**src/rtl/pipe_pkg.sv**
```systemverilog
// Shared pipeline definitions: hazard FSM states, forwarding selects, writeback tags.
package pipe_pkg;

  localparam int unsigned REG_W = 5;
  localparam int unsigned FWD_W = 2;
  localparam int unsigned INSTR_W = 32;

  localparam logic [FWD_W-1:0] FWD_RF    = 2'b00;
  localparam logic [FWD_W-1:0] FWD_EXMEM = 2'b10;
  localparam logic [FWD_W-1:0] FWD_MEMWB = 2'b01;

  // addi x0, x0, 0: what a bubbled or flushed pipeline register holds
  localparam logic [INSTR_W-1:0] NOP_INSTR = 32'h0000_0013;

  typedef enum logic [1:0] {
    ST_RUN      = 2'd0,
    ST_MEM_WAIT = 2'd1,
    ST_FLUSH    = 2'd2
  } hz_state_e;

  // Destination tag carried by a later pipeline stage
  typedef struct packed {
    logic             wr;
    logic [REG_W-1:0] rd;
  } wb_tag_t;

endpackage

```
**src/rtl/fwd_unit.sv**
```systemverilog
// Forwarding compare for one ALU operand; the nearer producer (EX/MEM) wins.
module fwd_unit
  import pipe_pkg::*;
(
  input  logic [REG_W-1:0] rs,
  input  wb_tag_t          exmem,
  input  wb_tag_t          memwb,
  output logic [FWD_W-1:0] sel_c
);

  // x0 is never forwarded: a write to it is architecturally discarded
  always_comb begin
    sel_c = FWD_RF;
    if (exmem.wr && (exmem.rd != '0) && (exmem.rd == rs)) begin
      sel_c = FWD_EXMEM;
    end else if (memwb.wr && (memwb.rd != '0) && (memwb.rd == rs)) begin
      sel_c = FWD_MEMWB;
    end
  end

endmodule

```
**src/rtl/hazard_ctrl.sv**
```systemverilog
// RV32I ID/EX hazard controller: forwarding, load-use bubbles, redirect flush, memory freeze.
module hazard_ctrl
  import pipe_pkg::*;
#(
  parameter int unsigned FLUSH_CYC = 2,
  parameter int unsigned TIMEOUT   = 255,
  parameter int unsigned CNT_W     = 16
) (
  input  logic             CLK,
  input  logic             RSTB,
  input  logic [REG_W-1:0] IFIDrs1,
  input  logic [REG_W-1:0] IFIDrs2,
  input  logic             IFIDuse1,
  input  logic             IFIDuse2,
  input  logic [REG_W-1:0] IDEXrs1,
  input  logic [REG_W-1:0] IDEXrs2,
  input  logic [REG_W-1:0] IDEXrd,
  input  logic             IDEXmemRead,
  input  logic [REG_W-1:0] EXMEMrd,
  input  logic             EXMEMregWrite,
  input  logic [REG_W-1:0] MEMWBrd,
  input  logic             MEMWBregWrite,
  input  logic             branch_taken,
  input  logic             dmem_req,
  input  logic             dmem_ready,
  output logic [FWD_W-1:0] fwdA,
  output logic [FWD_W-1:0] fwdB,
  output logic             pc_hold,
  output logic             ifid_hold,
  output logic             idex_hold,
  output logic             exmem_hold,
  output logic             idex_bubble,
  output logic             ifid_flush,
  output logic [CNT_W-1:0] stall_cnt,
  output logic             dmem_timeout
);

  localparam int unsigned FLUSH_W = 2;
  localparam int unsigned WAIT_W  = $clog2(TIMEOUT + 1);

  hz_state_e          state_q, state_d;
  logic [FLUSH_W-1:0] flush_cnt_q, flush_cnt_d;
  logic [WAIT_W-1:0]  wait_cnt_q, wait_cnt_d;
  logic [CNT_W-1:0]   stall_cnt_q, stall_cnt_d;
  logic               timeout_q, timeout_d;

  wb_tag_t            exmem_tag, memwb_tag;
  logic [FWD_W-1:0]   fwd_a_c, fwd_b_c;
  logic               load_use_c, wait_inc_c;
  logic               pc_hold_c, ifid_hold_c, idex_hold_c, exmem_hold_c;
  logic               idex_bubble_c, ifid_flush_c;

  assign exmem_tag = '{wr: EXMEMregWrite, rd: EXMEMrd};
  assign memwb_tag = '{wr: MEMWBregWrite, rd: MEMWBrd};

  fwd_unit u_fwd_a (.rs(IDEXrs1), .exmem(exmem_tag), .memwb(memwb_tag), .sel_c(fwd_a_c));
  fwd_unit u_fwd_b (.rs(IDEXrs2), .exmem(exmem_tag), .memwb(memwb_tag), .sel_c(fwd_b_c));

  // Load in EX whose destination is read by the instruction in decode
  assign load_use_c = IDEXmemRead && (IDEXrd != '0) &&
                      ((IFIDuse1 && (IDEXrd == IFIDrs1)) || (IFIDuse2 && (IDEXrd == IFIDrs2)));

  // Next state and hold/flush decode; memory freeze outranks redirect outranks load-use
  always_comb begin
    state_d       = state_q;
    flush_cnt_d   = flush_cnt_q;
    wait_cnt_d    = wait_cnt_q;
    timeout_d     = timeout_q;
    wait_inc_c    = 1'b0;
    pc_hold_c     = 1'b0;
    ifid_hold_c   = 1'b0;
    idex_hold_c   = 1'b0;
    exmem_hold_c  = 1'b0;
    idex_bubble_c = 1'b0;
    ifid_flush_c  = 1'b0;

    case (state_q)
      ST_RUN: begin
        if (dmem_req && !dmem_ready) begin
          {pc_hold_c, ifid_hold_c, idex_hold_c, exmem_hold_c} = 4'b1111;
          wait_inc_c = 1'b1;
          state_d    = ST_MEM_WAIT;
        end else if (branch_taken) begin
          ifid_flush_c  = 1'b1;
          idex_bubble_c = 1'b1;
          if (FLUSH_CYC > 1) begin
            flush_cnt_d = FLUSH_W'(FLUSH_CYC - 1);
            state_d     = ST_FLUSH;
          end
        end else if (load_use_c) begin
          pc_hold_c     = 1'b1;
          ifid_hold_c   = 1'b1;
          idex_bubble_c = 1'b1;
        end
      end
      // EX is frozen here, so a branch_taken seen now is re-presented after release
      ST_MEM_WAIT: begin
        if (dmem_ready) begin
          wait_cnt_d = '0;
          state_d    = ST_RUN;
        end else begin
          {pc_hold_c, ifid_hold_c, idex_hold_c, exmem_hold_c} = 4'b1111;
          wait_inc_c = 1'b1;
        end
      end
      ST_FLUSH: begin
        ifid_flush_c  = 1'b1;
        idex_bubble_c = 1'b1;
        if (branch_taken) begin
          flush_cnt_d = FLUSH_W'(FLUSH_CYC - 1);
        end else begin
          flush_cnt_d = flush_cnt_q - FLUSH_W'(1);
          if (flush_cnt_d == '0) begin
            state_d = ST_RUN;
          end
        end
      end
      default: begin
        state_d = ST_RUN;
      end
    endcase

    // Wait count saturates at TIMEOUT; the error is sticky and the wait carries on
    if (wait_inc_c) begin
      if (wait_cnt_q != WAIT_W'(TIMEOUT)) begin
        wait_cnt_d = wait_cnt_q + WAIT_W'(1);
      end
      if (wait_cnt_d == WAIT_W'(TIMEOUT)) begin
        timeout_d = 1'b1;
      end
    end
  end

  // Saturating count of cycles the PC is held
  always_comb begin
    stall_cnt_d = stall_cnt_q;
    if (pc_hold_c && (stall_cnt_q != {CNT_W{1'b1}})) begin
      stall_cnt_d = stall_cnt_q + CNT_W'(1);
    end
  end

  // State and counter registers
  always_ff @(posedge CLK or negedge RSTB) begin
    if (!RSTB) begin
      state_q     <= ST_RUN;
      flush_cnt_q <= '0;
      wait_cnt_q  <= '0;
      stall_cnt_q <= '0;
      timeout_q   <= 1'b0;
    end else begin
      state_q     <= state_d;
      flush_cnt_q <= flush_cnt_d;
      wait_cnt_q  <= wait_cnt_d;
      stall_cnt_q <= stall_cnt_d;
      timeout_q   <= timeout_d;
    end
  end

  // Control outputs are forced inactive for as long as reset is held
  assign fwdA         = RSTB ? fwd_a_c : FWD_RF;
  assign fwdB         = RSTB ? fwd_b_c : FWD_RF;
  assign pc_hold      = RSTB & pc_hold_c;
  assign ifid_hold    = RSTB & ifid_hold_c;
  assign idex_hold    = RSTB & idex_hold_c;
  assign exmem_hold   = RSTB & exmem_hold_c;
  assign idex_bubble  = RSTB & idex_bubble_c;
  assign ifid_flush   = RSTB & ifid_flush_c;
  assign stall_cnt    = stall_cnt_q;
  assign dmem_timeout = timeout_q;

endmodule

```
**config.mk**
```make
export PLATFORM = sky130hd
export DESIGN_NAME = hazard_ctrl
export DESIGN_NICKNAME = d
export VERILOG_FILES = /design/src/rtl/pipe_pkg.sv /design/src/rtl/fwd_unit.sv /design/src/rtl/hazard_ctrl.sv
export SDC_FILE = /design/constraint.sdc
export NUM_CORES = 1
export LEC_CHECK = 0
export CAP_MARGIN = 30
export CELL_PAD_IN_SITES_DETAIL_PLACEMENT = 0
export CELL_PAD_IN_SITES_GLOBAL_PLACEMENT = 1
export CORE_MARGIN = 10
export CORE_UTILIZATION = 33
export CTS_CLUSTER_DIAMETER = 150
export DETAILED_ROUTE_END_ITERATION = 8
export PLACE_DENSITY_LB_ADDON = 0.1
export RECOVER_POWER = 25
export SETUP_SLACK_MARGIN = 0.05
export SYNTH_ARGS = -nofsm -noshare
export SYNTH_HDL_FRONTEND = slang
export SYNTH_SLANG_ARGS = --single-unit
```
**constraint.sdc**
```tcl
create_clock -name CLK -period 2.55 [get_ports CLK]
set_clock_uncertainty 0.1 [all_clocks]
set_input_delay 0.51 -clock CLK [delete_from_list [all_inputs] [get_ports CLK]]
set_output_delay 0.51 -clock CLK [all_outputs]
set_load 0.005 [all_outputs]
```
== Word-level counts from Yosys, hierarchy flattened ==
Index checks and enable logic that the tools add are counted.
Widths: inputs -> output; s select.

* Register bits: 29
* Input port bits: 45
* Output and inout bits: 27
* Logic and storage cells: 86

* $add $sub $neg: 3
* Equality and inequality tests: 17
* Mux-type cells: 34
* Bitwise gates (word level): 4
* Reduce and logical (&&, ||, !) cells: 23

{| class="wikitable"
|+ Operators with widths
! operator !! count
|-
| $mux 8 || 5
|-
| $eq 5x5->1 || 6
|-
| $mux 2 || 12
|-
| $add 16x1->16 const B || 1
|-
| $ne 16x16->1 const B || 1
|-
| $reduce_bool 5->1 || 3
|-
| $logic_and 1x1->1 || 12
|-
| $mux 1 || 11
|-
| $ne 2x2->1 const B || 5
|-
| $add 8x1->8 const B || 1
|-
| $eq 8x8->1 const B || 1
|-
| $ne 8x8->1 const B || 1
|-
| $pmux 1 s2 || 4
|-
| $pmux 2 s3 || 1
|-
| $and 1x1->1 || 4
|-
| $logic_not 2->1 || 2
|-
| $pmux 2 s2 || 1
|-
| $reduce_and 4->1 || 1
|-
| $ne 3x3->1 const B || 1
|-
| $reduce_and 3->1 || 1
|-
| $eq 2x1->1 const B || 1
|-
| $eq 2x2->1 const B || 1
|-
| $reduce_and 2->1 || 1
|-
| $reduce_bool 2->1 || 1
|-
| other kinds (3) || 3
|}

== Logic depth before layout (Yosys ltp) ==
* Depth after elaboration: 9
* Mapped depth: 8
* Gate-level depth less buffers: 7

== Hierarchy ==
A second synthesis with hierarchy kept.

* Cells, all modules: 217
* Area, all modules: 1,993.2 um^2

{| class="wikitable"
|+ Modules (own cells, without submodules)
! module !! instances !! cells each !! area an instance (um^2) !! seq. area each (um^2)
|-
| hazard_ctrl || 1 || 177 || 1,690.4 || 725.7
|-
| fwd_unit || 2 || 20 || 151.4 || 0.0
|}

== Worst setup path before layout ==
OpenSTA, ideal clock, no wires.

* Kind: input port to output port
* From: in IDEXrd[1]
* To: out pc_hold
* Arrival: 1.616 ns
* Data required time: 1.940 ns
* Setup slack: 0.324 ns
* Stages: 6
* Buffers on the path: 1
* Cell sequence: or4_1 > o21ai_2 > inv_1 > nand3b_1 > a21boi_0 > buf_4

* Longest elaborated chain between the ends: 9
* Elaborated cells between the ends (all ways): 13
* Classes of those cells: eq/ne: 2; mux: 4; bitwise: 1; reduce/logical: 6

{| class="wikitable"
|+ RTL lines
! item !! line !! text
|-
| start: declaration || hazard_ctrl.sv:17 || <nowiki>input logic [REG_W-1:0] IDEXrd,</nowiki>
|-
| $eq 5x5->1 || hazard_ctrl.sv:61 || <nowiki>((IFIDuse1 && (IDEXrd == IFIDrs1)) || (IFIDuse2 && (IDEXrd == IFIDrs2)));</nowiki>
|-
| $logic_and 1x1->1 || hazard_ctrl.sv:61 ||
|-
| $logic_or 1x1->1 || hazard_ctrl.sv:61 ||
|-
| $logic_and 1x1->1 * || hazard_ctrl.sv:60 || <nowiki>assign load_use_c = IDEXmemRead && (IDEXrd != '0) &&</nowiki>
|-
| $mux 1 * (3 in series) || n/a ||
|-
| $pmux 1 s2 * || n/a ||
|-
| $and 1x1->1 * || n/a ||
|-
| end: declaration || hazard_ctrl.sv:28 || <nowiki>output logic pc_hold,</nowiki>
|}

Mark *: on every way between the ends. The rest lies on a longest branch, timed or not.

== Worst setup path in the final report ==
* From: in EXMEMrd[0]
* To: out fwdB[0]

* Longest elaborated chain between the ends: 5
* Elaborated cells between the ends (all ways): 6
* Classes of those cells: eq/ne: 1; mux: 2; reduce/logical: 3

{| class="wikitable"
|+ RTL lines
! item !! line !! text
|-
| start: declaration || hazard_ctrl.sv:19 || <nowiki>input logic [REG_W-1:0] EXMEMrd,</nowiki>
|-
| $reduce_bool 5->1 || fwd_unit.sv:14 || <nowiki>if (exmem.wr && (exmem.rd != '0) && (exmem.rd == rs)) begin</nowiki>
|-
| $logic_and 1x1->1 || fwd_unit.sv:14 ||
|-
| $logic_and 1x1->1 * || fwd_unit.sv:14 ||
|-
| $mux 2 * || fwd_unit.sv:14 ||
|-
| $mux 2 * || hazard_ctrl.sv:161 || <nowiki>assign fwdB = RSTB ? fwd_b_c : FWD_RF;</nowiki>
|-
| end: declaration || hazard_ctrl.sv:27 || <nowiki>output logic [FWD_W-1:0] fwdB,</nowiki>
|}

Marked as above.

==> reports/metrics.csv <==
metric;value;unit
slowest_stage;or4_4;
path_depth;7;
ys_ff_latch;29;
slew_headroom;63.11;%
area_delta_synth_final;69.73;%
path_delay_family;simple AND/OR/NAND/NOR gates;
rsz0062_at_grt;yes;
cts_tree;yes;
final_max_slew_viol_count;0;
cp-end-kind;output pin;
cp-endpoint;fwdB[0];
min_path_type;input pin to asynchronous set/reset pin;
drc;0;
cts_max_level;2;
leakagePower;1.639;nW
synth.distinct_cells;45;
required;1.94;ns
coreArea;5956;µm²
cts_buffer_depth;2;
setup_viol;2;
startpoint_type;input pin;
cts.sinks;29;
overflow;0;
routedWlPerCell;15.96;µm
p_int;1.382;mW
ant_nets;0;
syn_area;2029;µm²
wirelength;6.657;mm
power_frac_seq;34.2;%
synth_flop_cell;dfrtp_1;
finalNetCount;389;
r2r_end;stall_cnt[1]$_DFFE_PN0P_;
critPathArrivalTime;1.96;ns
dpl.hpwl;4.938;mm
fmax;388.7;MHz
first_iter_violations;51;
drt_first_pass_iters;4;
setup_ws;-0.02269;ns
critPathLaunch;EXMEMrd[0];
critical_path_class;input pin to output pin;
antenna_cells;0;
p_sw;657.4;µW
path_max_fanout;2;
async_reset_ff_share;100.0;%
synth_top_cell_by_area;dfrtp_1;
slowest_delay;0.53;ns
reg2reg_depth;7;
ys_top_cells_by_area;dfrtp_1 (36%), xor2_1 (12%), xnor2_1 (8.6%);
hold_buffers;0;
synth_edf_count;0;
grt_pass1_vias;2228;
period_needed;2.573;ns
combPwrFrac;37.6;%
clkPwrFrac;28.2;%
root_buffer;clkbuf_8;
period_share;100.9;%
final_util;57.84;%
hold_viol;0;
yosys.area.top_type_share;35.76;%
multi_input_area;1423;µm²
outcome;finished, violations left;
preCtsSetupSlack;-0.7063;ns
reg2reg_slack;0.25;ns
antenna_found_initial;0;
viasPerCell;4.942;
synth_top_cells_by_count;dfrtp_1 (29), xor2_1 (27), xnor2_1 (20), nand2_1 (19), nand3_1 (13);
synth.most_common_cell;dfrtp_1;
grt_pass1_wl;11.21;mm
r2r_start;stall_cnt[0]$_DFFE_PN0P_;
start_util;34.08;%
seq_area_frac_synth;35.76;%
portBuffers;71;
regArea;725.7;µm²
violations;setup timing;
fin_cells;417;
switching_share;32.23;%
grt.total_usage;13.68;%
crit_chain;buf_6 > or4_4 > o21ai_4 > buf_6 > nor4_2 > nor4_2 > buf_2;
grt_max_degree;24;
die_x;98.42;µm
worst_slew_pin_slew;0.5488;ns
path_clk_slew;0.07;ns
gp_congestion;0.8220;
drive_gt1_share;35.67;%
power_density;592.1;nW/µm²
dp_cells;394;
synth_cells;219;
ioPinCount;72;
fill_cells;569;
yosysWarnings;0;
avgSynthCellArea;9.267;µm²
irDropWorstVdd;0.3842;mV
die_h;98.42;µm
drv_cap;0;
syn_nets;267;
std_cell_rows;28;
path_buf_inv;3;
clkLatencyLatePin;0.28;ns
cts_buffers;5;
vias;2061;
dieArea;9687;µm²
cell families (layout without fill, tap and decap cells):
group | Yosys count | count (layout) | synth area share, %
adders and majority gates | 3 | 3 | 1.850
DFF | 29 | 29 | 35.76
AOI/OAI and AO/OA | 36 | 36 | 12.15
buffers and inverters | 14 | 137 | 3.761
and+or+nand+nor | 89 | 89 | 25.65
xor gates and xnor gates | 47 | 47 | 20.28
muxes | 1 | 1 | 0.5548
what timing repair did:
action / in CTS / in global routing
resized for setup: 120 / 46
cloned: 1 / 0
setup endpoints to repair: 10 / 23
setup buffers: 18 / 1
pin swaps: 26 / 29
power by group through the flow:
stage          clock network (mW)  logic, mW  registers [mW]
4_1_cts                     0.588      0.767           0.695
2_1_floorplan                   0      0.333           0.679
6_report                    0.575      0.768           0.697
3_5_place_dp                    0      0.699           0.701
3_3_place_gp                    0      0.688           0.702
5_1_grt                     0.613      0.848           0.718
layer usage:
metal	track usage, %	vias to the layer above	wire (µm)
met1	16.23	994	2846
met2	24.26	33	3494
met4	2.756	0	53
met5	0	-	0
met3	3.492	7	263
li1	-	1027	-
cell type report:
cell class / instances / area share, %
clock buffers: 5 / 1.998
clock inverters: 3 / 1.889
inverters: 7 / 0.7628
multi-input cells: 176 / 41.30
flip-flops and latches: 29 / 21.07
well taps: 75 / 2.724
repair buffers: 122 / 30.26
worst min path at each step:
stage                                  start  slack [ns]                        to  cells past startpoint
floorplan                               RSTB        0.11  dmem_timeout$_DFFE_PN0P_                      0
global placement    dmem_timeout$_DFFE_PN0P_        0.36  dmem_timeout$_DFFE_PN0P_                      1
CTS                                     RSTB        0.07  dmem_timeout$_DFFE_PN0P_                      2
finish                                  RSTB        0.13  dmem_timeout$_DFFE_PN0P_                      2
detailed placement  dmem_timeout$_DFFE_PN0P_        0.36  dmem_timeout$_DFFE_PN0P_                      1
global route                            RSTB        0.14   wait_cnt_q[6]$_DFF_PN0_                      2
registers in the layout, summed over array words and instances (netlist names):
name and count:
dmem_timeout 1, flush_cnt_q 2, stall_cnt 16, state_q 2, wait_cnt_q 8
layout by cell type (no fill, tap or decap), types with 6 or more instances in the layout:
master / instances
nor4_2: 6
o21ai_0: 10
buf_4: 40
clkbuf_2: 9
nor2_1: 10
clkdlybuf4s50_1: 23
and3_1: 7
xnor2_1: 15
inv_1: 6
dlygate4sd2_1: 15
nand3_1: 12
buf_2: 11
xor2_1: 27
dfrtp_1: 29
nand2_1: 19
buf_6: 12
through the flow:
| step | power [mW] | cell area, µm² | hold slack (ns) | setup TNS (ns) |
|---|---|---|---|---|
| after floorplan | 1.012 | 2029 | 0.1144 | 0 |
| after global placement | 1.390 | 3062 | 0.3576 | -6.170 |
| after detailed placement | 1.400 | 3062 | 0.3567 | -6.668 |
| after CTS | 2.050 | 3412 | 0.07480 | 0 |
| after global routing | 2.180 | 3445 | 0.1358 | -0.1329 |
| final | 2.040 | 3445 | 0.1325 | -0.02965 |
Power figures use the tool's default switching activity.
